[src/rtl/dice_game_ctrl_if.sv]
// Player/dice/display signal bundle for dice_game_ctrl.
// The controller uses the slave modport; the player and dice side uses master.
interface dice_game_ctrl_if #(
    parameter int SCORE_W = 6
);
    logic               btn_a;
    logic               btn_b;
    logic               new_game;
    logic [2:0]         throw_in;
    logic               dice_button;
    logic               turn;
    logic [2:0]         last_throw;
    logic [SCORE_W-1:0] score_a;
    logic [SCORE_W-1:0] score_b;
    logic               result_valid;
    logic [1:0]         winner;
    logic               game_over;

    modport master (
        output btn_a, btn_b, new_game, throw_in,
        input  dice_button, turn, last_throw, score_a, score_b,
               result_valid, winner, game_over
    );

    modport slave (
        input  btn_a, btn_b, new_game, throw_in,
        output dice_button, turn, last_throw, score_a, score_b,
               result_valid, winner, game_over
    );
endinterface

[src/rtl/dice_game_ctrl.sv]
// Two-player dice turn scheduler: roll handshake, settle delay, capture and scoring.
// Optional BONUS_SIX_EN: a non-winning throw of 6 keeps the turn with the same player.
module dice_game_ctrl #(
    parameter int TARGET     = 20,
    parameter int SETTLE_CYC = 2,
    parameter int SCORE_W    = 6
) (
    input  logic             clk,
    input  logic             rst,
    dice_game_ctrl_if.slave  bus
);

    localparam logic [2:0] ST_WAIT    = 3'd0;
    localparam logic [2:0] ST_ROLL    = 3'd1;
    localparam logic [2:0] ST_SETTLE  = 3'd2;
    localparam logic [2:0] ST_CAPTURE = 3'd3;
    localparam logic [2:0] ST_DONE    = 3'd4;

    logic [2:0]         state_q, state_d;
    logic [3:0]         cnt_q, cnt_d;
    logic               turn_q, turn_d;
    logic [2:0]         last_q, last_d;
    logic [SCORE_W-1:0] score_a_q, score_a_d;
    logic [SCORE_W-1:0] score_b_q, score_b_d;
    logic               rv_q, rv_d;
    logic [1:0]         winner_q, winner_d;

    logic               activeBtn;
    logic               validThrow;
    logic               keepTurn;
    logic [SCORE_W-1:0] curScore;
    logic [SCORE_W:0]   sum;
    logic [SCORE_W-1:0] satScore;

    assign activeBtn  = turn_q ? bus.btn_b : bus.btn_a;
    assign validThrow = (bus.throw_in != 3'd0) && (bus.throw_in != 3'd7);
    assign curScore   = turn_q ? score_b_q : score_a_q;
    assign sum        = {1'b0, curScore} + (SCORE_W+1)'(bus.throw_in);
    // The carry-out means the add overflowed the score width: clamp to all ones.
    assign satScore   = sum[SCORE_W] ? {SCORE_W{1'b1}} : sum[SCORE_W-1:0];

`ifdef BONUS_SIX_EN
    assign keepTurn = (bus.throw_in == 3'd6);
`else
    assign keepTurn = 1'b0;
`endif

    always_comb begin
        state_d   = state_q;
        cnt_d     = cnt_q;
        turn_d    = turn_q;
        last_d    = last_q;
        score_a_d = score_a_q;
        score_b_d = score_b_q;
        rv_d      = 1'b0;
        winner_d  = winner_q;

        case (state_q)
            ST_WAIT: begin
                if (activeBtn) begin
                    state_d = ST_ROLL;
                end
            end
            ST_ROLL: begin
                if (!activeBtn) begin
                    cnt_d   = 4'(SETTLE_CYC);
                    state_d = ST_SETTLE;
                end
            end
            ST_SETTLE: begin
                if (cnt_q <= 4'd1) begin
                    state_d = ST_CAPTURE;
                end else begin
                    cnt_d = cnt_q - 4'd1;
                end
            end
            ST_CAPTURE: begin
                state_d = ST_WAIT;
                if (validThrow) begin
                    last_d = bus.throw_in;
                    rv_d   = 1'b1;
                    if (turn_q) begin
                        score_b_d = satScore;
                    end else begin
                        score_a_d = satScore;
                    end
                    if (32'(satScore) >= 32'(TARGET)) begin
                        winner_d = turn_q ? 2'b10 : 2'b01;
                        state_d  = ST_DONE;
                    end else if (!keepTurn) begin
                        turn_d = ~turn_q;
                    end
                end
            end
            ST_DONE: begin
                state_d = ST_DONE;
            end
            default: begin
                state_d = ST_WAIT;
            end
        endcase

        // A new game overrides whatever the FSM decided this cycle, including a pending result pulse.
        if (bus.new_game) begin
            state_d   = ST_WAIT;
            cnt_d     = 4'd0;
            turn_d    = 1'b0;
            last_d    = 3'd0;
            score_a_d = '0;
            score_b_d = '0;
            rv_d      = 1'b0;
            winner_d  = 2'b00;
        end
    end

    always_ff @(posedge clk or negedge rst) begin
        if (!rst) begin
            state_q   <= ST_WAIT;
            cnt_q     <= 4'd0;
            turn_q    <= 1'b0;
            last_q    <= 3'd0;
            score_a_q <= '0;
            score_b_q <= '0;
            rv_q      <= 1'b0;
            winner_q  <= 2'b00;
        end else begin
            state_q   <= state_d;
            cnt_q     <= cnt_d;
            turn_q    <= turn_d;
            last_q    <= last_d;
            score_a_q <= score_a_d;
            score_b_q <= score_b_d;
            rv_q      <= rv_d;
            winner_q  <= winner_d;
        end
    end

    assign bus.dice_button  = (state_q == ST_ROLL);
    assign bus.game_over    = (state_q == ST_DONE);
    assign bus.turn         = turn_q;
    assign bus.last_throw   = last_q;
    assign bus.score_a      = score_a_q;
    assign bus.score_b      = score_b_q;
    assign bus.result_valid = rv_q;
    assign bus.winner       = winner_q;

endmodule

[src/flat_wrapper.sv]
// flat-port wrapper written by rule: the top's interface ports become plain ports
module dice_game_ctrl_flat 
#(
    parameter int TARGET     = 20,
    parameter int SETTLE_CYC = 2,
    parameter int SCORE_W    = 6
)
  (clk, rst, bus_btn_a, bus_btn_b, bus_new_game, bus_throw_in, bus_dice_button, bus_turn, bus_last_throw, bus_score_a, bus_score_b, bus_result_valid, bus_winner, bus_game_over);
  dice_game_ctrl_if #(.SCORE_W(SCORE_W)) bus_i ();
  input  logic clk;
  input  logic rst;
  input wire logic [$bits(bus_i.btn_a)-1:0] bus_btn_a;
  input wire logic [$bits(bus_i.btn_b)-1:0] bus_btn_b;
  input wire logic [$bits(bus_i.new_game)-1:0] bus_new_game;
  input wire logic [$bits(bus_i.throw_in)-1:0] bus_throw_in;
  output wire logic [$bits(bus_i.dice_button)-1:0] bus_dice_button;
  output wire logic [$bits(bus_i.turn)-1:0] bus_turn;
  output wire logic [$bits(bus_i.last_throw)-1:0] bus_last_throw;
  output wire logic [$bits(bus_i.score_a)-1:0] bus_score_a;
  output wire logic [$bits(bus_i.score_b)-1:0] bus_score_b;
  output wire logic [$bits(bus_i.result_valid)-1:0] bus_result_valid;
  output wire logic [$bits(bus_i.winner)-1:0] bus_winner;
  output wire logic [$bits(bus_i.game_over)-1:0] bus_game_over;
  assign bus_i.btn_a = bus_btn_a;
  assign bus_i.btn_b = bus_btn_b;
  assign bus_i.new_game = bus_new_game;
  assign bus_i.throw_in = bus_throw_in;
  assign bus_dice_button = bus_i.dice_button;
  assign bus_turn = bus_i.turn;
  assign bus_last_throw = bus_i.last_throw;
  assign bus_score_a = bus_i.score_a;
  assign bus_score_b = bus_i.score_b;
  assign bus_result_valid = bus_i.result_valid;
  assign bus_winner = bus_i.winner;
  assign bus_game_over = bus_i.game_over;
  dice_game_ctrl #(.TARGET(TARGET), .SETTLE_CYC(SETTLE_CYC), .SCORE_W(SCORE_W)) u_core (.clk(clk), .rst(rst), .bus(bus_i));
endmodule
[config.mk]
export PLATFORM = sky130hd
export DESIGN_NAME = dice_game_ctrl_flat
export DESIGN_NICKNAME = d
export VERILOG_FILES = /design/src/rtl/dice_game_ctrl_if.sv /design/src/rtl/dice_game_ctrl.sv /design/src/flat_wrapper.sv
export SDC_FILE = /design/constraint.sdc
export NUM_CORES = 1
export LEC_CHECK = 0
export ABC_AREA = 1
export CAP_MARGIN = 20
export CORE_ASPECT_RATIO = 1.2
export CORE_UTILIZATION = 40
export DETAILED_ROUTE_END_ITERATION = 16
export PLACE_DENSITY_LB_ADDON = 0.25
export REMOVE_ABC_BUFFERS = 1
export SLEW_MARGIN = 40
export SYNTH_ARGS = -nofsm -noshare
export SYNTH_HDL_FRONTEND = slang
export SYNTH_SLANG_ARGS = --single-unit
[constraint.sdc]
create_clock -name clk -period 3.2 [get_ports clk]
set_input_delay 0.48 -clock clk [delete_from_list [all_inputs] [get_ports clk]]
set_output_delay 0.48 -clock clk [all_outputs]
set_load 0.005 [all_outputs]
==> metrics.md, run 1 <==
| Metric | Value |
|---|---|
| Sink Count | 26 |
| Fin. Hold Viols | 0 |
| CTS hold repair buffers | 0 |
| Setup TNS | 0 ns |
| Area of the core | around 3700 um2 |
| Clock Latency Late Sink | 0.27 ns |
| Gate Count Post-Synth | ~200 |
| GRT Total Usage | 0.178 |
| Avg Cell Area, Syn | about 7.8 um2 |
| Post-DRT Antenna Nets | 0 |
| Hold crit path type | reg2reg |
| Slowest CP cell | dfrtp_1 |
| Drt first-iter violations | 77 |
| Outcome | complete, no violations |
| Postcts setup bufs | 0 |
| Tot Pwr | ~0.0013 W |
| #FFs+latches synth | 26 |
| WL final | ~3.3 mm |
| Slew headroom | 0.662 |
| Via density | approximately 4.9 |
| Maximum clock path buffer count | 2 |
| Pin count of the biggest net entering global routing | 27 |
| HPWL Detailed | 2.56 mm |
| First-pass GRT wire length | 5.68 mm |
| Total gr overflow | 0 |
| Flop pwr share | 0.367 |
| Clock Skew | 0.00337 ns |
| Int Pwr | 0.000794 W |
| PortBufs | 28 |
| Fraction of layout cells with a size suffix above 1 | 0.155 |
| Placement Setup Slack | approximately 0.66 ns |
| Die height | slightly above 70 um |
| Ys Warns | 0 |
| Slowest Stage Delay on Critical Path | 0.67 ns |
| # setup viols final | 0 |
| CTS clock-pin slew for the worst setup and hold paths | 0.09 ns |
| Peak VDD IR | roughly 0.28 mV |
| Mapped cell area | 1570 um2 |
| Logic pwr share | 0.467 |
| Seq/Total Area, Yosys | 0.413 |
| P per Cell Area | 661 nW/um2 |
| Yosys cell types | 25 |
| Crit path kind | reg2reg |
| Critical path endpoint category | flip-flop |
| Site Rows | 24 |
| CP cell instances | o21ai_0 > ha_1 > fa_1 > nand2_1 > nand2_1 > nand2_4 > nand2_1 > o21ai_4 > nand2_4 > nand2_4 > nand2_4 > nand3_1 > nand2_1 |
| Layout Utilization | 0.534 |
| Final Wtd Congestion | 0.847 |
| CP Max Fanout | 13 |
| Die width | slightly below 60 um |
| Sw Pwr | 0.000511 W |
| Worst path top cell family by delay | simple AND/OR/NAND/NOR gates |
| DRC viols | 0 |
| Fin crit period | approximately 2.4 ns |
| FMAX | 414 MHz |
| Switching Share | 0.392 |
| CTS Buf Count | 3 |
| Setup ws final | 0.783 ns |
| Leak | approximately 1 nW |
| # IOs | 29 |
| Drt first pass iters | 4 |
| Initial Utilization | 0.426 |
| Worst Tran Pin Value | 0.507 ns |
| Area Overhead vs Synth | 25.4% |
| Post-cts resize count | 0 |
| CP startpoint kind | flip-flop |
| RSZ-0062 raised after global routing | no |
| Tcrit/Tclk final | 0.755 |
| Max-cap viol count | 0 |
| H-tree depth | 1 |
| DR vias | ~1400 |
| Count of buffer and inverter cells on the critical path | 0 |
| Clk root buf | clkbuf_8 |
| Vias in the first global route | 1334 |
| Routed wire per std cell | 11.5 um |
| Antenna violations before repair | 0 |
| CTS tree | built |
| Critical path arrival | 2.59 ns |
| Clock power frac | 0.167 |
| Antenna diode count | 0 |
| Full die area | between 4000 and 5000 um2 |
| Slew Viols, Final | 0 |
| Final net count | 248 |
| Crit path required time | 3.37 ns |
-- power by group through the flow --
stage | combinational (W) | clock (W) | sequential [W]
4_1_cts | 0.000618 | 0.000222 | 0.000479
6_report | 0.000609 | 0.000217 | 0.000478
2_1_floorplan | 0.000395 | 0 | 0.000479
5_1_grt | 0.000690 | 0.000232 | 0.000494
3_5_place_dp | 0.000613 | 0 | 0.000485
3_3_place_gp | 0.000612 | 0 | 0.000485
-- cell usage in the layout (no fill, tap or decap), types with 6 or more instances in the layout --
cell / count
clkdlybuf4s50_1: 28
nand3_1: 16
nand2_4: 6
o21ai_0: 16
inv_1: 20
inv_2: 6
nand2_2: 10
dfrtp_1: 26
nor2_1: 13
nand2_1: 51
-- registers in the layout, indices dropped and copies added (netlist names) --
register,flops
u_core.cnt_q,4
u_core.bus.last_throw,3
u_core.bus.turn,1
u_core.bus.winner,2
u_core.bus.score_a,6
u_core.state_q,3
u_core.bus.result_valid,1
u_core.bus.score_b,6
-- worst register-to-register path, stage by stage, from the launching register on --
cell	delay (ns)
dfrtp_1	0.67
o21ai_0	0.19
ha_1	0.24
fa_1	0.40
nand2_1	0.08
nand2_1	0.10
nand2_4	0.13
nand2_1	0.09
o21ai_4	0.08
nand2_4	0.08
nand2_4	0.07
nand2_4	0.06
nand3_1	0.07
nand2_1	0.06
-- worst paths after layout --
path	from	end	slack [ns]	cells past startpoint
worst min register to register	u_core.bus.last_throw[1]	u_core.bus.last_throw[1]	0.51	2
worst max register to register	u_core.bus.turn	u_core.bus.winner[1]	0.78	13
worst max-delay path	u_core.bus.turn	u_core.bus.winner[1]	0.78	13
max in group asynchronous	rst	u_core.bus.winner[1]	2.38	2
worst min-delay path	u_core.bus.last_throw[1]	u_core.bus.last_throw[1]	0.51	2
min in group asynchronous	rst	u_core.cnt_q[3]	0.55	2
-- synth_stat cells --
library cell / n / share of area
nand2_1: 51 / 0.12
dfrtp_1: 26 / 0.41
inv_1: 20 / 0.048
nand3_1: 16 / 0.051
o21ai_0: 16 / 0.051
nor2_1: 13 / 0.031
nand2_2: 10 / 0.040
inv_2: 6 / 0.014
nand2_4: 6 / 0.043
ha_1: 5 / 0.040
nand4_1: 5 / 0.020
nor3_1: 5 / 0.016
a21oi_1: 4 / 0.013
nor2_2: 3 / 0.012
o21ai_1: 3 / 0.0095
and3_1: 2 / 0.0079
nor2_4: 2 / 0.014
a21oi_2: 1 / 0.0056
buf_2: 1 / 0.0032
buf_6: 1 / 0.0072
fa_1: 1 / 0.013
nand3_2: 1 / 0.0064
o211ai_1: 1 / 0.0048
o21ai_4: 1 / 0.010
xor2_1: 1 / 0.0056
-- metrics by stage --
step	hold slack, ns	instances	instance area (um2)
after floorplan	0.184	199	1560
after global placement	0.485	281	1920
after detailed placement	0.496	281	1920
after CTS	0.520	285	1970
after global routing	0.546	285	1970
final	0.510	285	1970
-- cell families (layout without fill, tap and decap cells) --
kind of cell               after synthesis  count (layout)  synth area share
adders and majority gates                6               6            0.0525
and+or+nand+nor                        114             114             0.362
xor gates and xnor gates                 1               1           0.00557
AOI/OAI and AO/OA                       26              26            0.0938
buffers and inverters                   28              60            0.0723
DFF                                     26              26             0.413
-- area by class of cell --
| type | count | area, um2 |
|---|---|---|
| multi-input combinational | 147 | 810 |
| clock buffer | 4 | 55.1 |
| tap | 52 | 65.1 |
| inverter | 26 | 97.6 |
| sequential | 26 | 651 |
| fill | 359 | 1720 |
| timing repair buffer | 30 | 295 |
-- layer usage --
metal | up-vias | share of wire | global-route usage
li1 | 712 | - | -
met1 | 630 | 0.47 | 0.222
met2 | 31 | 0.46 | 0.283
met3 | 10 | 0.040 | 0.0311
met4 | 0 | 0.031 | 0.103
met5 | - | 0 | 0
Power figures use the tool's default switching activity.
==> run 2, diff against run 1 <==
==> constraint.sdc (replaced) <==
create_clock -name clk -period 2.4 [get_ports clk]
set_input_delay 0.36 -clock clk [delete_from_list [all_inputs] [get_ports clk]]
set_output_delay 0.36 -clock clk [all_outputs]
set_load 0.005 [all_outputs]
==> run 2 against run 1 <==
  * Combinational power increased by 36%
  * Non-clock buffer count increased by 2
  * First-iteration DRC count decreased by 39%
  * Design area about the same
  * Sequential share of layout area about the same
  * Utilization about the same
  * Critical path depth unchanged
  * Flip-flop and latch count unchanged
  * Critical endpoint is now u_core.bus.winner[0]
  * Worst hold slack got worse by 0.069 ns
  * Fmax increased by 9.7%
  * Highest routed layer unchanged
==> metrics.md, run 2 (synthesis gave the netlist of run 1 again) <==
| Metric | Value |
|---|---|
| Total gr overflow | 0 (unchanged) |
| Clock Skew | 0.00296 ns (-0.000408 ns) |
| RSZ-0062 raised after global routing | no |
| Commonest non-fill, non-tap cells in the layout | nand2_1, clkdlybuf4s50_1, dfrtp_1 |
| Placement Setup Slack | 0.0128 ns (-0.648 ns) |
| WL final | 3.39 mm (+3.0%) |
| Fin. Hold Viols | 0 (unchanged) |
| Die width | 59.3 um (unchanged) |
| Clock Latency Late Sink | 0.27 ns (about the same) |
| Leak | 1.00 nW (+0.30%) |
| DRC viols | 0 (unchanged) |
| Tcrit/Tclk final | 0.918 (+0.162) |
| Post-DRT Antenna Nets | 0 (unchanged) |
| CTS Buf Count | 3 (unchanged) |
| Initial Utilization | 0.426 (unchanged) |
| Crit path from | u_core.bus.turn |
| DR vias | 1402 (+1.4%) |
| Area of the core | 3690 um2 (unchanged) |
| Postcts setup bufs | 0 (unchanged) |
| GRT Total Usage | 0.183 (+0.00489) |
| Full die area | 4190 um2 (unchanged) |
| Vias in the first global route | 1391 (+4.3%) |
| # setup viols final | 0 (unchanged) |
| Most common library cell in the layout ignoring fill and taps | nand2_1 |
| Maximum clock path buffer count | 2 (unchanged) |
| P per Cell Area | 866 nW/um2 (+31%) |
| Critical path endpoint category | flip-flop |
| Drt first pass iters | 4 (unchanged) |
| Antenna violations before repair | 0 (unchanged) |
| Sink Count | 26 (unchanged) |
| Slowest CP cell | dfrtp_1 |
| Slew Viols, Final | 0 (unchanged) |
| Routed wire per std cell | 11.8 um (+2.6%) |
| Hold Slack | 0.441 ns (-0.0693 ns) |
| Tot Pwr | 0.00171 W (+31%) |
| R2R Setup Slk | 0.20 ns (-0.59 ns) |
| FMAX | 454 MHz (+9.7%) |
| CP cell instances | o21ai_0 > ha_1 > fa_1 > nand2_1 > nand2_1 > nand2_4 > nand2_1 > o21ai_4 > nand2_4 > nand2_4 > nand2_4 > nand3_1 > nand2_1 |
| # IOs | 29 (unchanged) |
| Final net count | 250 (+0.81%) |
| Final Cell Area | 1970 um2 (about the same) |
| Fraction of layout cells with a size suffix above 1 | 0.158 (+0.00361) |
| Placed cell area | 1930 um2 (+0.78%) |
| Via density | 4.90 (+1.0%) |
| Site Rows | 24 (unchanged) |
| Worst Reg-to-Reg Cells | 13 (unchanged) |
| Hold crit path type | in2async |
| RR Endpoint | u_core.bus.winner[0] |
| H-tree depth | 1 (unchanged) |
| CP startpoint kind | flip-flop |
| Peak VDD IR | 0.429 mV (+53%) |
| Crit path required time | 2.57 ns (-0.80 ns) |
| Antenna diode count | 0 (unchanged) |
| Final Wtd Congestion | 0.854 (+0.87%) |
| HPWL Detailed | 2.61 mm (+1.8%) |
| Setup ws final | 0.197 ns (-0.586 ns) |
| Outcome | complete, no violations |
| Pin count of the biggest net entering global routing | 27 (unchanged) |
| R2r startpoint | u_core.bus.turn |
| Crit path kind | reg2reg |
| Die height | 70.7 um (unchanged) |
| CTS tree | built |
| Critical path arrival | 2.37 ns (-0.22 ns) |
| Post-cts resize count | 0 (unchanged) |
| CP endpoint | u_core.bus.winner[0] |
| Area Overhead vs Synth | 25.4% (about the same) |
| Worst Tran Pin Value | 0.348 ns (-0.159 ns) |
| Clk root buf | clkbuf_8 |
| Fin crit period | 2.20 ns (-0.214 ns) |
| CTS clock-pin slew for the worst setup and hold paths | 0.09 ns (about the same) |
| Slew headroom | 0.766 (+0.104) |
| Max-cap viol count | 0 (unchanged) |
| CTS hold repair buffers | 0 (unchanged) |
| CP Max Fanout | 7 (-6) |
| Slowest Stage Delay on Critical Path | 0.51 ns (-0.16 ns) |
| PortBufs | 28 (unchanged) |
| Setup TNS | 0 ns (unchanged) |
| First-pass GRT wire length | 5.87 mm (+3.4%) |
| Drt first-iter violations | 47 (-39%) |
[run 2: cell type report]
type / instances / area (um2)
clock buffer: 3 / 41.3
fill: 365 / 1720
inverter: 26 / 97.6
multi-input combinational: 147 / 810
sequential: 26 / 651
tap: 52 / 65.1
timing repair buffer: 32 / 310
[run 2: stage by stage]
step,utilization,std cells
after floorplan,-,199
after global placement,0.523,283
after detailed placement,0.523,283
after CTS,0.535,286
after global routing,0.535,286
final,0.535,286
[run 2: power breakdown]
part,total [W],leakage [nW],switching [W],internal (W)
clock network,0.000246,0.0216,0.000133,0.000113
registers,0.000633,0.351,0.0000870,0.000546
logic,0.000831,0.632,0.000460,0.000371
total,0.00171,1.00,0.000680,0.00103
[run 2: worst max-delay path, delay by kind of cell (launching register included)]
family	cells	cell delay, ns
and+or+nand+nor	9	0.72
AOI/OAI and AO/OA	2	0.24
adders and majority gates	2	0.62
DFF	1	0.51
[run 2: per-layer routing]
metal	wire length, um	track usage
met2	1640	0.305
met5	0	0
met3	123	0.0219
met1	1560	0.229
met4	61	0.0899
[run 2: worst min path at each step]
stage / from / end / slack (ns) / cells after the start
after floorplan: rst / u_core.bus.last_throw[0] / 0.06 / 0
after global placement: u_core.bus.last_throw[2] / u_core.bus.last_throw[2] / 0.49 / 2
after detailed placement: u_core.bus.score_b[0] / u_core.bus.score_b[0] / 0.49 / 2
after CTS: rst / u_core.cnt_q[2] / 0.45 / 2
after global routing: rst / u_core.cnt_q[2] / 0.49 / 2
final: rst / u_core.cnt_q[2] / 0.44 / 2
